## config.mk

```make
export PLATFORM = sky130hd
export DESIGN_NAME = key_unlock_ctrl
export DESIGN_NICKNAME = d
export VERILOG_FILES = /design/src/rtl/key_unlock_ctrl.sv
export SDC_FILE = /design/constraint.sdc
export NUM_CORES = 1
export LEC_CHECK = 0
export CAP_MARGIN = 20
export CORE_ASPECT_RATIO = 1.5
export CORE_UTILIZATION = 40
export CTS_CLUSTER_SIZE = 20
export DETAILED_ROUTE_END_ITERATION = 7
export GPL_TIMING_DRIVEN = 1
export PLACE_DENSITY = 0.81
export RECOVER_POWER = 50
export SLEW_MARGIN = 20
export SYNTH_ARGS = -nofsm -noshare
export SYNTH_HDL_FRONTEND = slang
export SYNTH_SLANG_ARGS = --single-unit
export TNS_END_PERCENT = 5
```

## constraint.sdc

```tcl
create_clock -name clk -period 2 [get_ports clk]
set_input_delay 0.4 -clock clk [delete_from_list [all_inputs] [get_ports clk]]
set_output_delay 0.4 -clock clk [all_outputs]
set_load 0.01 [all_outputs]
```

## src/rtl/key_unlock_ctrl.sv

```systemverilog
// Key-unlock controller: loads a serial key, then issues add operations to a locked adder.
// Optional KEY_ZEROIZE_EN drives key_out to 0 except in ARMED/EXEC.
module key_unlock_ctrl #(
  parameter int unsigned KEY_W     = 4,
  parameter int unsigned DATA_W    = 4,
  parameter int unsigned MAX_LOADS = 3
) (
  input  logic              clk,
  input  logic              rst,
  input  logic              key_load_start,
  input  logic              key_bit_valid,
  input  logic              key_bit_in,
  input  logic              op_valid,
  output logic              op_ready,
  input  logic [DATA_W-1:0] a_in,
  input  logic [DATA_W-1:0] b_in,
  input  logic [DATA_W:0]   adder_sum,
  output logic [DATA_W-1:0] adder_a,
  output logic [DATA_W-1:0] adder_b,
  output logic [KEY_W-1:0]  key_out,
  output logic              res_valid,
  output logic [DATA_W:0]   res_sum,
  output logic              locked_out,
  output logic [1:0]        load_count
);

  typedef enum logic [2:0] {StIdle, StShift, StArmed, StExec, StLockout} state_e;

  localparam int unsigned     CNT_W    = (KEY_W > 1) ? $clog2(KEY_W) : 1;
  localparam logic [1:0]      MaxLoads = 2'(MAX_LOADS);
  localparam logic [CNT_W-1:0] LastBit = CNT_W'(KEY_W - 1);

  state_e              state_q, state_d;
  logic [CNT_W-1:0]    bit_cnt_q, bit_cnt_d;
  logic [KEY_W-1:0]    shadow_q, shadow_d;
  logic [KEY_W-1:0]    key_q, key_d;
  logic [KEY_W-1:0]    key_out_q, key_out_d;
  logic [DATA_W-1:0]   adder_a_q, adder_a_d;
  logic [DATA_W-1:0]   adder_b_q, adder_b_d;
  logic [DATA_W:0]     res_sum_q, res_sum_d;
  logic                res_valid_q, res_valid_d;
  logic [1:0]          load_count_q, load_count_d;
  logic                start_req;
  logic [KEY_W-1:0]    shadow_shifted;

  // A load request is honoured from IDLE, SHIFT (restart) and ARMED only.
  assign start_req      = key_load_start &&
                          (state_q == StIdle || state_q == StShift || state_q == StArmed);
  assign shadow_shifted = KEY_W'({shadow_q, key_bit_in});

  always_comb begin
    state_d      = state_q;
    bit_cnt_d    = bit_cnt_q;
    shadow_d     = shadow_q;
    key_d        = key_q;
    adder_a_d    = adder_a_q;
    adder_b_d    = adder_b_q;
    res_sum_d    = res_sum_q;
    res_valid_d  = 1'b0;
    load_count_d = load_count_q;

    if (start_req) begin
      if (load_count_q == MaxLoads) begin
        state_d = StLockout;
      end else begin
        state_d      = StShift;
        bit_cnt_d    = '0;
        shadow_d     = '0;
        load_count_d = load_count_q + 2'd1;
      end
    end else begin
      case (state_q)
        StShift: begin
          if (key_bit_valid) begin
            shadow_d = shadow_shifted;
            if (bit_cnt_q == LastBit) begin
              key_d     = shadow_shifted;
              bit_cnt_d = '0;
              state_d   = StArmed;
            end else begin
              bit_cnt_d = bit_cnt_q + 1'b1;
            end
          end
        end
        StArmed: begin
          if (op_valid) begin
            adder_a_d = a_in;
            adder_b_d = b_in;
            state_d   = StExec;
          end
        end
        StExec: begin
          res_sum_d   = adder_sum;
          res_valid_d = 1'b1;
          state_d     = StArmed;
        end
        default: ;
      endcase
    end
  end

`ifdef KEY_ZEROIZE_EN
  assign key_out_d = (state_d == StArmed || state_d == StExec) ? key_d : '0;
`else
  assign key_out_d = key_d;
`endif

  always_ff @(posedge clk) begin
    if (rst) begin
      state_q      <= StIdle;
      bit_cnt_q    <= '0;
      shadow_q     <= '0;
      key_q        <= '0;
      key_out_q    <= '0;
      adder_a_q    <= '0;
      adder_b_q    <= '0;
      res_sum_q    <= '0;
      res_valid_q  <= 1'b0;
      load_count_q <= '0;
    end else begin
      state_q      <= state_d;
      bit_cnt_q    <= bit_cnt_d;
      shadow_q     <= shadow_d;
      key_q        <= key_d;
      key_out_q    <= key_out_d;
      adder_a_q    <= adder_a_d;
      adder_b_q    <= adder_b_d;
      res_sum_q    <= res_sum_d;
      res_valid_q  <= res_valid_d;
      load_count_q <= load_count_d;
    end
  end

  assign op_ready   = (state_q == StArmed) && !key_load_start;
  assign adder_a    = adder_a_q;
  assign adder_b    = adder_b_q;
  assign key_out    = key_out_q;
  assign res_valid  = res_valid_q;
  assign res_sum    = res_sum_q;
  assign locked_out = (state_q == StLockout);
  assign load_count = load_count_q;

endmodule

```

==> results of run 1 <==
cell usage after synthesis, drive strengths merged:
cell	number	area, sq um
dfxtp	28	560.5
nor2	18	67.56
a21oi	11	55.05
mux2i	10	100.1
nand2	10	40.04
nand3	9	45.04
buf	6	42.54
nor3b	5	57.56
a31o	4	35.03
clkbuf	3	11.26
nand2b	3	21.27
o21ai	3	15.01
a32o	2	20.02
ha	2	25.02
nor3	2	20.02
a2111oi	1	8.760
a211oi	1	7.510
a2bb2oi	1	8.760
a31oi	1	6.260
and2	1	8.760
and3	1	6.260
inv	1	3.750
nand4b	1	8.760
nor2b	1	6.260
nor4b	1	23.77
xnor2	1	8.760
path summary, 6_finish.rpt:
| kind | depth (start not counted) | startpoint | end |
|---|---|---|---|
| min reg2reg | 2 | adder_a[3] | adder_a[3] |
| max | 2 | state_q[2] | locked_out |
| min | 2 | adder_a[3] | adder_a[3] |
| max reg2reg | 6 | state_q[1] | bit_cnt_q[1] |
sequential cells by signal (all words and copies together) (netlist names):
| name | count |
|---|---|
| adder_a | 4 |
| res_sum | 5 |
| shadow_q | 3 |
| adder_b | 4 |
| bit_cnt_q | 2 |
| state_q | 3 |
| key_out | 4 |
| load_count | 2 |
| res_valid | 1 |
power breakdown:
| group | internal (uW) | switching (uW) | leakage (uW) |
|---|---|---|---|
| combinational | 69.8 | 50.4 | 0.000458 |
| sequential | 567 | 11.1 | 0.000227 |
| clock | 268 | 176 | 0.0000357 |
| total | 905 | 238 | 0.000721 |
area by class of cell:
class	count	area, sq um	area share
well taps	39	48.80	0.02830
clock inverters	1	30.03	0.01742
repair buffers	47	447.9	0.2598
clock buffers	3	41.29	0.02395
flip-flops and latches	28	564.3	0.3273
multi-input cells	89	588.1	0.3411
inverters	1	3.754	0.002177
stage by stage:
stage | util | worst slack (ns) | cell area (sq um) | power [uW]
2_1_floorplan | - | 0.5781 | 1214 | 651.1
3_3_place_gp | 0.5764 | -0.01931 | 1662 | 706.3
3_5_place_dp | 0.5764 | -0.01371 | 1662 | 711.7
4_1_cts | 0.6011 | 0.05402 | 1733 | 1155
5_1_grt | 0.5981 | 0.04741 | 1724 | 1186
6_report | 0.5981 | 0.1306 | 1724 | 1142
routing by layer:
metal,wire (microns),vias up
met1,986,501
met3,144,4
li1,-,526
met5,0,-
met4,37,0
met2,1519,34
cell families after synthesis:
group | count (synthesis) | synth area share
AO/OA/AOI/OAI | 24 | 0.1289
multiplexers | 10 | 0.08248
flip-flops | 28 | 0.4619
XOR/XNOR | 1 | 0.007218
AND/OR/NAND/NOR | 52 | 0.2516
buffers and inverters | 10 | 0.04742
adder cells (fa/ha/maj) | 2 | 0.02062
worst min-delay path, delay by kind of cell, from the launching register on:
kind / cells / cell delay (ns)
AO/OA/AOI/OAI: 1 / 0.05
flip-flops: 1 / 0.32
AND/OR/NAND/NOR: 1 / 0.05
==> results.txt, run 1 <==
----------------------------------------------------
[Worst setup path]
  CP max stage delay ... roughly 0.57 ns
  Worst path arrival time ... about 1.5 ns
  Cells traversed along the worst timing path ... nor3b_1 -> clkdlybuf4s50_1
  Delay-heaviest family, CP ... buffers and inverters
  Critical path class ... flip-flop to output pin
  WP data required ... about 1.6 ns
  Worst reg-to-reg setup slack ... between 0.3 and 0.4 ns
  Cell at the slowest stage of the critical path ... sky130_fd_sc_hd__clkdlybuf4s50_1
  Endpoint class of the critical path ... output pin
  Critical Path Start Type ... flip-flop
  Peak fanout along the critical path ... 10
  Critical path buffers and inverters ... 1

[STA]
  Final Hold Viols ... 0
  Count of final max-slew check failures ... 0
  Aggregate negative setup slack ... 0 ns
  Worst hold margin ... 0.4588 ns
  Share of the clock period used by the worst path after layout ... 0.9347
  Max-slew headroom at the worst pin ... 0.6860
  Max Freq ... 534.9 MHz
  Post-layout minimum cycle time ... 1.869 ns
  Total of endpoints with negative setup slack in the final report ... 0
  Layout Skew ... 0.002610 ns
  Tightest Pin Transition ... 0.4592 ns
  RSZ-0062 raised after global routing ... no

[Clock tree]
  Source-to-sink clock delay at the later pin of the worst-skew pair ... 0.28 ns
  Number of clock buffers inserted by TritonCTS ... 3
  Largest buffer count on any clock path ... 2
  Clock sink count ... 28
  Total number of H-tree levels ... 1
  Root buffer cell ... sky130_fd_sc_hd__clkbuf_8
  CTS tree ... built
  # hold bufs at CTS ... 0
  Number of setup buffers added after CTS ... 0
  Clock transition at the registers of the reported paths ... 0.09 ns
  Post_cts resized ... 2

[Global routing]
  Number of antenna violations at the first check in global routing ... 0
  Most crowded layer after global routing ... met2
  Via count of the first global-routing pass ... ~1100
  Total Routing Usage GR ... 0.1779
  Global routing met3 resource utilization ... 0.02344
  Met2 routing resource usage after global routing ... 0.3349
  First-pass GRT wire length ... 4305 microns
  Sum of overflow across all layers after global routing ... 0
  Pin count of the biggest net entering global routing ... 21
  Global-route track usage on met1 ... 0.1722

[Detailed routing]
  Count of TritonRoute iterations in the first routing pass ... 4
  Number of routed nets with antenna violations ... 0
  Number of remaining DRC errors ... 0
  Routed vias/inst ... 5.120
  Detailed router's first-iteration violation count ... 19
  Final Routed Wirelength ... 2688 microns
  Routed wirelength normalized by instance count ... 12.92 microns
  Total vias in the final route ... 1065

[Floorplan]
  Y dimension of the die ... 69.47 microns
  Number of top-level design ports ... approximately 40
  Overall die area ... between 3000 and 4000 sq um
  Overall die width ... 46.98 microns
  Area of the placeable core ... 2883 sq um
  # rows ... 24
  Initial core utilization ... 0.4210

[Placed design]
  Half-perimeter wire length of the detailed placement result ... 2049 microns
  Input/output buffers ... 40
  Final weighted congestion in routability-driven placement ... 0.7195
  # placed instances ... 204

[Layout]
  Post-layout nets ... 191
  Highest-count cells in the layout ignoring fill and taps ... sky130_fd_sc_hd__dfxtp_1, sky130_fd_sc_hd__clkdlybuf4s50_1, sky130_fd_sc_hd__nor2_1, sky130_fd_sc_hd__dlygate4sd3_1, sky130_fd_sc_hd__a21oi_1
  FILL cells ... 263
  Area Overhead vs Synth ... 42.06%
  Filler-free cell count of the finished design ... between 200 and 250
  Layout cells sized above 1 ... 0.1124
  Antenna cells ... 0
  Most common cell after layout, fill and taps aside ... sky130_fd_sc_hd__dfxtp_1

[Synth]
  Synth Cell Area ... 1214 sq um
  Synth warn ... 0
  Synth Net Count ... 148
  Average size of a mapped cell ... 9.556 sq um
  Mapped Cells ... 127
  Register area share after synthesis ... 0.4619
  Synthesized flop and latch total ... 28
  Count of different cell masters after synthesis ... 31

[Flow run]
  Max cap viols ... 0

[Power and ir drop]
  Peak supply drop ... between 0.0005 and 0.0006 V
  Leakage power figure ... between 0.0007 and 0.0008 uW
  PD cells ... 662.6 nW/um^2

[Hold path]
  Min-Delay Path Class ... flip-flop to flip-flop

[Run status]
  Status ... complete, no violations

----------------------------------------------------
Power figures use the tool's default switching activity.
==> run 2: changes to the inputs <==
- CAP_MARGIN: 20 -> 15
- CELL_PAD_IN_SITES_DETAIL_PLACEMENT: not set -> 1
- CELL_PAD_IN_SITES_GLOBAL_PLACEMENT: not set -> 2
- CORE_UTILIZATION: 40 -> 28
- PLACE_DENSITY: 0.81 -> 0.92
==> run 2 against run 1 <==
Maximum frequency increased by 1.3%. Final area down 0.14%. Via count increased by 1.5%. Clock skew is 0.0024 ns higher. Count of clock-buffer cells in the layout up 1. Sequential share of layout area down 0.17 points. Power shrank 7.9%. Clock power is 20% lower. Register-to-register slack got worse by 0.04 ns. Critical path type unchanged. Largest cell class unchanged.
==> results.txt, run 2 (same netlist as run 1, synthesis figures left out) <==
----------------------------------------------------
[Power and ir drop]
  Post-layout total power ... 1052 uW (was 1142 uW)
  Peak supply drop ... 0.0003847 V (was 0.0005016 V)
  PD cells ... 611.0 nW/um^2 (was 662.6 nW/um^2)
  Leakage power figure ... 0.0007293 uW (was 0.0007212 uW)

[Placed design]
  # placed instances ... 212 (was 204)
  Input/output buffers ... 40 (unchanged)
  Final weighted congestion in routability-driven placement ... 0.8275 (was 0.7195)
  Half-perimeter wire length of the detailed placement result ... 2289 microns (was 2049 microns)

[STA]
  Count of final max-slew check failures ... 0 (unchanged)
  Post-layout minimum cycle time ... 1.845 ns (was 1.869 ns)
  RSZ-0062 raised after global routing ... no (unchanged)
  Layout Skew ... 0.004982 ns (was 0.002610 ns)
  Share of the clock period used by the worst path after layout ... 0.9225 (was 0.9347)
  Total of endpoints with negative setup slack in the final report ... 0 (unchanged)
  Final Hold Viols ... 0 (unchanged)
  Tightest Pin Transition ... 0.4646 ns (was 0.4592 ns)
  Worst hold margin ... 0.4614 ns (was 0.4588 ns)
  Aggregate negative setup slack ... 0 ns (unchanged)
  Max Freq ... 542.0 MHz (was 534.9 MHz)
  Max-slew headroom at the worst pin ... 0.6903 (was 0.6860)

[Flow run]
  Max cap viols ... 0 (unchanged)

[Global routing]
  Via count of the first global-routing pass ... 1186 (was 1081)
  Number of antenna violations at the first check in global routing ... 0 (unchanged)
  Total Routing Usage GR ... 0.1459 (was 0.1779)
  Sum of overflow across all layers after global routing ... 0 (unchanged)
  First-pass GRT wire length ... 5299 microns (was 4305 microns)
  Pin count of the biggest net entering global routing ... 16 (was 21)

[Floorplan]
  Y dimension of the die ... 82.64 microns (was 69.47 microns)
  Number of top-level design ports ... 41 (unchanged)
  Area of the placeable core ... 4209 sq um (was 2883 sq um)
  # rows ... 29 (was 24)
  Overall die area ... 4607 sq um (was 3263 sq um)
  Initial core utilization ... 0.2883 (was 0.4210)
  Overall die width ... 55.76 microns (was 46.98 microns)

[Clock tree]
  Largest buffer count on any clock path ... 2 (unchanged)
  Total number of H-tree levels ... 1 (unchanged)
  Number of setup buffers added after CTS ... 0 (unchanged)
  CTS tree ... built (unchanged)
  Clock sink count ... 28 (unchanged)
  Number of clock buffers inserted by TritonCTS ... 3 (unchanged)
  Root buffer cell ... sky130_fd_sc_hd__clkbuf_8 (unchanged)
  Source-to-sink clock delay at the later pin of the worst-skew pair ... 0.28 ns (about the same)
  Clock transition at the registers of the reported paths ... 0.10 ns (was 0.09 ns)

[Worst setup path]
  Endpoint class of the critical path ... output pin (unchanged)
  CP max stage delay ... 0.56 ns (was 0.57 ns)
  Critical path class ... flip-flop to output pin (unchanged)
  Peak fanout along the critical path ... 9 (was 10)
  Cell at the slowest stage of the critical path ... sky130_fd_sc_hd__clkdlybuf4s50_1 (unchanged)
  WP data required ... 1.60 ns (about the same)
  Worst path arrival time ... 1.45 ns (was 1.47 ns)
  Critical Path Start Type ... flip-flop (unchanged)
  Cells traversed along the worst timing path ... nor3b_2 -> clkdlybuf4s50_1 (was nor3b_1 -> clkdlybuf4s50_1)

[Detailed routing]
  Number of routed nets with antenna violations ... 0 (unchanged)
  Routed wirelength normalized by instance count ... 13.94 microns (was 12.92 microns)
  Number of remaining DRC errors ... 0 (unchanged)
  Count of TritonRoute iterations in the first routing pass ... 2 (was 4)
  Routed vias/inst ... 5.005 (was 5.120)
  Final Routed Wirelength ... 3011 microns (was 2688 microns)
  Total vias in the final route ... 1081 (was 1065)
  Detailed router's first-iteration violation count ... 14 (was 19)

[Layout]
  Filler-free cell count of the finished design ... 216 (was 208)
  Post-layout util ... 0.4090 (was 0.5981)
  Highest-count cells in the layout ignoring fill and taps ... sky130_fd_sc_hd__dfxtp_1, sky130_fd_sc_hd__clkdlybuf4s50_1, sky130_fd_sc_hd__nor2_1, sky130_fd_sc_hd__dlygate4sd3_1, sky130_fd_sc_hd__a21oi_1 (unchanged)
  Most common cell after layout, fill and taps aside ... sky130_fd_sc_hd__dfxtp_1 (unchanged)
  Layout cells sized above 1 ... 0.1118 (was 0.1124)
  Area Overhead vs Synth ... 41.86% (was 42.06%)
  Post-layout nets ... 192 (was 191)
  Antenna cells ... 0 (unchanged)
  Number of flip-flops under the largest register name ... 5 (unchanged)

[Run status]
  Status ... complete, no violations (unchanged)

[Hold path]
  Min-Delay Path Class ... flip-flop to flip-flop (unchanged)

----------------------------------------------------
==> run 2: routing by layer <==
metal / GRT usage / vias up / part of all wire / routed length [microns]
met4: 0.07500 / 0 / 0.021 / 63
met2: 0.2783 / 41 / 0.51 / 1550
met5: 0 / - / 0 / 0
met3: 0.03427 / 6 / 0.069 / 209
met1: 0.1483 / 507 / 0.39 / 1187
li1: - / 527 / - / -
==> run 2: repair_timing <==
item                       CTS  global route
hold buffers                 0             0
setup endpoints to repair    1             1
resized for setup            1             1
==> run 2: metrics by stage <==
| stage | area [sq um] | worst slack, ns |
|---|---|---|
| finish | 1722 | 0.1549 |
| global route | 1722 | 0.04965 |
| CTS | 1732 | 0.09018 |
| detailed placement | 1678 | -0.05980 |
| global placement | 1678 | -0.04775 |
| floorplan | 1214 | 0.5781 |
==> run 2: worst max-delay path: cells and delay by family, from the launching register on <==
kind,cells,cell delay (ns)
buffers and inverters,1,0.56
DFF,1,0.41
and+or+nand+nor,1,0.21
==> run 2: worst paths after layout <==
path | startpoint | endpoint | slack [ns] | cells after the start
max | state_q[0] | locked_out | 0.15 | 2
min | adder_b[2] | adder_b[2] | 0.46 | 2
max reg2reg | state_q[1] | res_sum[2] | 0.33 | 5
min reg2reg | adder_b[2] | adder_b[2] | 0.46 | 2
==> run 2: final cells by class <==
class / count / area, sq um
Inverter: 1 / 3.754
Timing Repair Buffer: 48 / 451.7
Tap cell: 46 / 57.56
Multi-Input combinational cell: 89 / 593.1
Fill cell: 500 / 2487
Clock buffer: 4 / 55.05
Sequential cell: 28 / 560.5
==> run 2: where the power goes <==
group	internal [uW]	switching [uW]
registers	568	11.1
clock network	176	177
logic	69.6	50.4
total	814	238
==> run 3: changes to the inputs <==
- PLACE_DENSITY: 0.92 -> 0.82
==> run 3 against run 2 <==
Hold slack got worse by 0.0019 ns. Cell count decreased by 0.46%. Critical path depth unchanged. Sequential cell count did not move. Count of clock-buffer cells in the layout stayed put. Via count fell by 0.56%. Routed wire length about the same. Clock skew shrank 0.0013 ns. Die area unchanged. Combinational power hardly changed. Global-route usage is 0.55 points lower. Core utilization fell by 0.27 points. Critical path type unchanged. Critical endpoint unchanged. Largest cell class unchanged. Largest power group unchanged. Highest routed layer unchanged.
==> results.txt, run 3 (same netlist as run 1, synthesis figures left out) <==
----------------------------------------------------
[Run status]
  Status ... complete, no violations (unchanged)

[Power and ir drop]
  Share of power burned in combinational logic ... 0.114 (about the same)
  Leakage power figure ... 0.0007208 uW (was 0.0007293 uW)
  Reported net switching power ... 235.3 uW (was 238.2 uW)
  Clock power share ... 0.333 (was 0.336)
  Sw Share ... 0.2244 (was 0.2264)
  Post-layout total power ... 1049 uW (was 1052 uW)
  PD cells ... 613.1 nW/um^2 (was 611.0 nW/um^2)
  Internal Dissipation ... 813.3 uW (was 813.8 uW)
  Fraction of power consumed by sequential logic ... 0.553 (was 0.550)
  Peak supply drop ... 0.0003682 V (was 0.0003847 V)

[Detailed routing]
  Total vias in the final route ... 1075 (was 1081)
  Number of remaining DRC errors ... 0 (unchanged)
  Final Routed Wirelength ... 3009 microns (was 3011 microns)
  Count of TritonRoute iterations in the first routing pass ... 2 (unchanged)
  Routed wirelength normalized by instance count ... 14.00 microns (was 13.94 microns)
  Number of routed nets with antenna violations ... 0 (unchanged)
  Routed vias/inst ... 5.000 (was 5.005)
  Detailed router's first-iteration violation count ... 23 (was 14)

[Global routing]
  First-pass GRT wire length ... 5188 microns (was 5299 microns)
  Sum of overflow across all layers after global routing ... 0 (unchanged)
  Via count of the first global-routing pass ... 1164 (was 1186)
  Pin count of the biggest net entering global routing ... 18 (was 16)
  Total Routing Usage GR ... 0.1405 (was 0.1459)
  Number of antenna violations at the first check in global routing ... 0 (unchanged)

[Worst setup path]
  Cells traversed along the worst timing path ... nor3b_1 -> clkdlybuf4s50_1 (was nor3b_2 -> clkdlybuf4s50_1)
  Reg-to-Reg Start ... state_q[1] (unchanged)
  Launching instance or port of the critical path ... state_q[2] (was state_q[0])
  Delay-heaviest family, CP ... buffers and inverters (unchanged)
  CP max stage delay ... 0.56 ns (about the same)
  Worst path arrival time ... 1.49 ns (was 1.45 ns)
  Peak fanout along the critical path ... 10 (was 9)
  Endpoint class of the critical path ... output pin (unchanged)
  Critical path buffers and inverters ... 1 (unchanged)
  WP data required ... 1.60 ns (about the same)
  Cell at the slowest stage of the critical path ... sky130_fd_sc_hd__clkdlybuf4s50_1 (unchanged)
  Critical path class ... flip-flop to output pin (unchanged)
  Critical Path Start Type ... flip-flop (unchanged)

[Floorplan]
  Overall die area ... 4607 sq um (unchanged)
  # rows ... 29 (unchanged)
  Overall die width ... 55.76 microns (unchanged)
  Initial core utilization ... 0.2883 (unchanged)
  Number of top-level design ports ... 41 (unchanged)
  Area of the placeable core ... 4209 sq um (unchanged)
  Y dimension of the die ... 82.64 microns (unchanged)

[Layout]
  Layout cells sized above 1 ... 0.1065 (was 0.1118)
  Post-layout nets ... 191 (was 192)
  Most common cell after layout, fill and taps aside ... sky130_fd_sc_hd__dfxtp_1 (unchanged)
  Post-layout util ... 0.4064 (was 0.4090)
  Antenna cells ... 0 (unchanged)
  Area Overhead vs Synth ... 40.93% (was 41.86%)
  Highest-count cells in the layout ignoring fill and taps ... sky130_fd_sc_hd__dfxtp_1, sky130_fd_sc_hd__clkdlybuf4s50_1, sky130_fd_sc_hd__nor2_1, sky130_fd_sc_hd__dlygate4sd3_1, sky130_fd_sc_hd__a21oi_1 (unchanged)
  Number of flip-flops under the largest register name ... 5 (unchanged)

[Clock tree]
  Clock transition at the registers of the reported paths ... 0.09 ns (was 0.10 ns)
  Clock sink count ... 28 (unchanged)
  Root buffer cell ... sky130_fd_sc_hd__clkbuf_8 (unchanged)
  Number of clock buffers inserted by TritonCTS ... 3 (unchanged)
  Largest buffer count on any clock path ... 2 (unchanged)
  CTS tree ... built (unchanged)
  # hold bufs at CTS ... 0 (unchanged)
  Total number of H-tree levels ... 1 (unchanged)
  Source-to-sink clock delay at the later pin of the worst-skew pair ... 0.27 ns (was 0.28 ns)

[STA]
  RSZ-0062 raised after global routing ... no (unchanged)
  Count of final max-slew check failures ... 0 (unchanged)
  Share of the clock period used by the worst path after layout ... 0.9465 (was 0.9225)
  Final setup slack of the worst path ... 0.1070 ns (was 0.1549 ns)
  Tightest Pin Transition ... 0.3683 ns (was 0.4646 ns)
  Total of endpoints with negative setup slack in the final report ... 0 (unchanged)
  Max Freq ... 528.3 MHz (was 542.0 MHz)
  Worst hold margin ... 0.4594 ns (was 0.4614 ns)
  Post-layout minimum cycle time ... 1.893 ns (was 1.845 ns)
  Layout Skew ... 0.003644 ns (was 0.004982 ns)
  Max-slew headroom at the worst pin ... 0.7481 (was 0.6903)
  Final Hold Viols ... 0 (unchanged)

[Placed design]
  Final weighted congestion in routability-driven placement ... 0.8146 (was 0.8275)
  Input/output buffers ... 40 (unchanged)
  Post-Place Worst Slack ... -0.05550 ns (was -0.05980 ns)
  Half-perimeter wire length of the detailed placement result ... 2325 microns (was 2289 microns)

[Hold path]
  Min-Delay Path Class ... flip-flop to flip-flop (unchanged)
  Min-Delay Startpoint ... adder_a[1] (was adder_b[2])

[Flow run]
  Max cap viols ... 0 (unchanged)

----------------------------------------------------
## run 3: cell count changes in the layout (fill, tap and decap cells not counted), sizes merged
cell  delta
buf      -1
## run 3: through the flow
stage	instance area (sq um)	cells	setup TNS, ns
2_1_floorplan	1214	127	0
3_3_place_gp	1670	211	-0.03869
3_5_place_dp	1670	211	-0.2397
4_1_cts	1725	215	0
5_1_grt	1710	215	0
6_report	1710	215	0
## run 3: power by group through the flow
stage / combinational [uW] / sequential [uW] / clock, uW
2_1_floorplan: 59.8 / 591 / 0
3_3_place_gp: 117 / 592 / 0
3_5_place_dp: 123 / 593 / 0
4_1_cts: 124 / 580 / 364
5_1_grt: 131 / 582 / 388
6_report: 120 / 580 / 349
## run 3: per-layer routing
layer / vias to the layer above / GRT usage / wire, microns / part of all wire
met5: - / 0 / 0 / 0
met4: 0 / 0.05000 / 35 / 0.012
met3: 4 / 0.02648 / 161 / 0.054
met2: 34 / 0.2771 / 1645 / 0.55
met1: 512 / 0.1479 / 1167 / 0.39
li1: 525 / - / - / -
## run 3: worst paths after layout
path         cells past startpoint     endpoint  slack, ns
max                              2   locked_out       0.11
min                              2   adder_a[1]       0.46
max reg2reg                      6  shadow_q[2]       0.31
min reg2reg                      2   adder_a[1]       0.46
## run 3: worst reg2reg max path: cells and delay by family, from the launching register on
family          cells  cell delay [ns]
flops               1             0.45
simple gates        2             0.32
compound gates      2             0.39
buf+inv             2             0.47
## run 3: cell type report
| cell class | instances | area [sq um] |
|---|---|---|
| Timing Repair Buffer | 47 | 444.2 |
| Tap cell | 46 | 57.56 |
| Clock buffer | 4 | 55.05 |
| Multi-Input combinational cell | 89 | 588.1 |
| Inverter | 1 | 3.754 |
| Fill cell | 509 | 2499 |
| Sequential cell | 28 | 561.8 |
## run 3: repair_timing
action / 4_1_cts / 5_1_grt
buffers inserted: 0 / 0
endpoints found under the setup margin: 2 / 0
gates resized for setup: 2 / 0
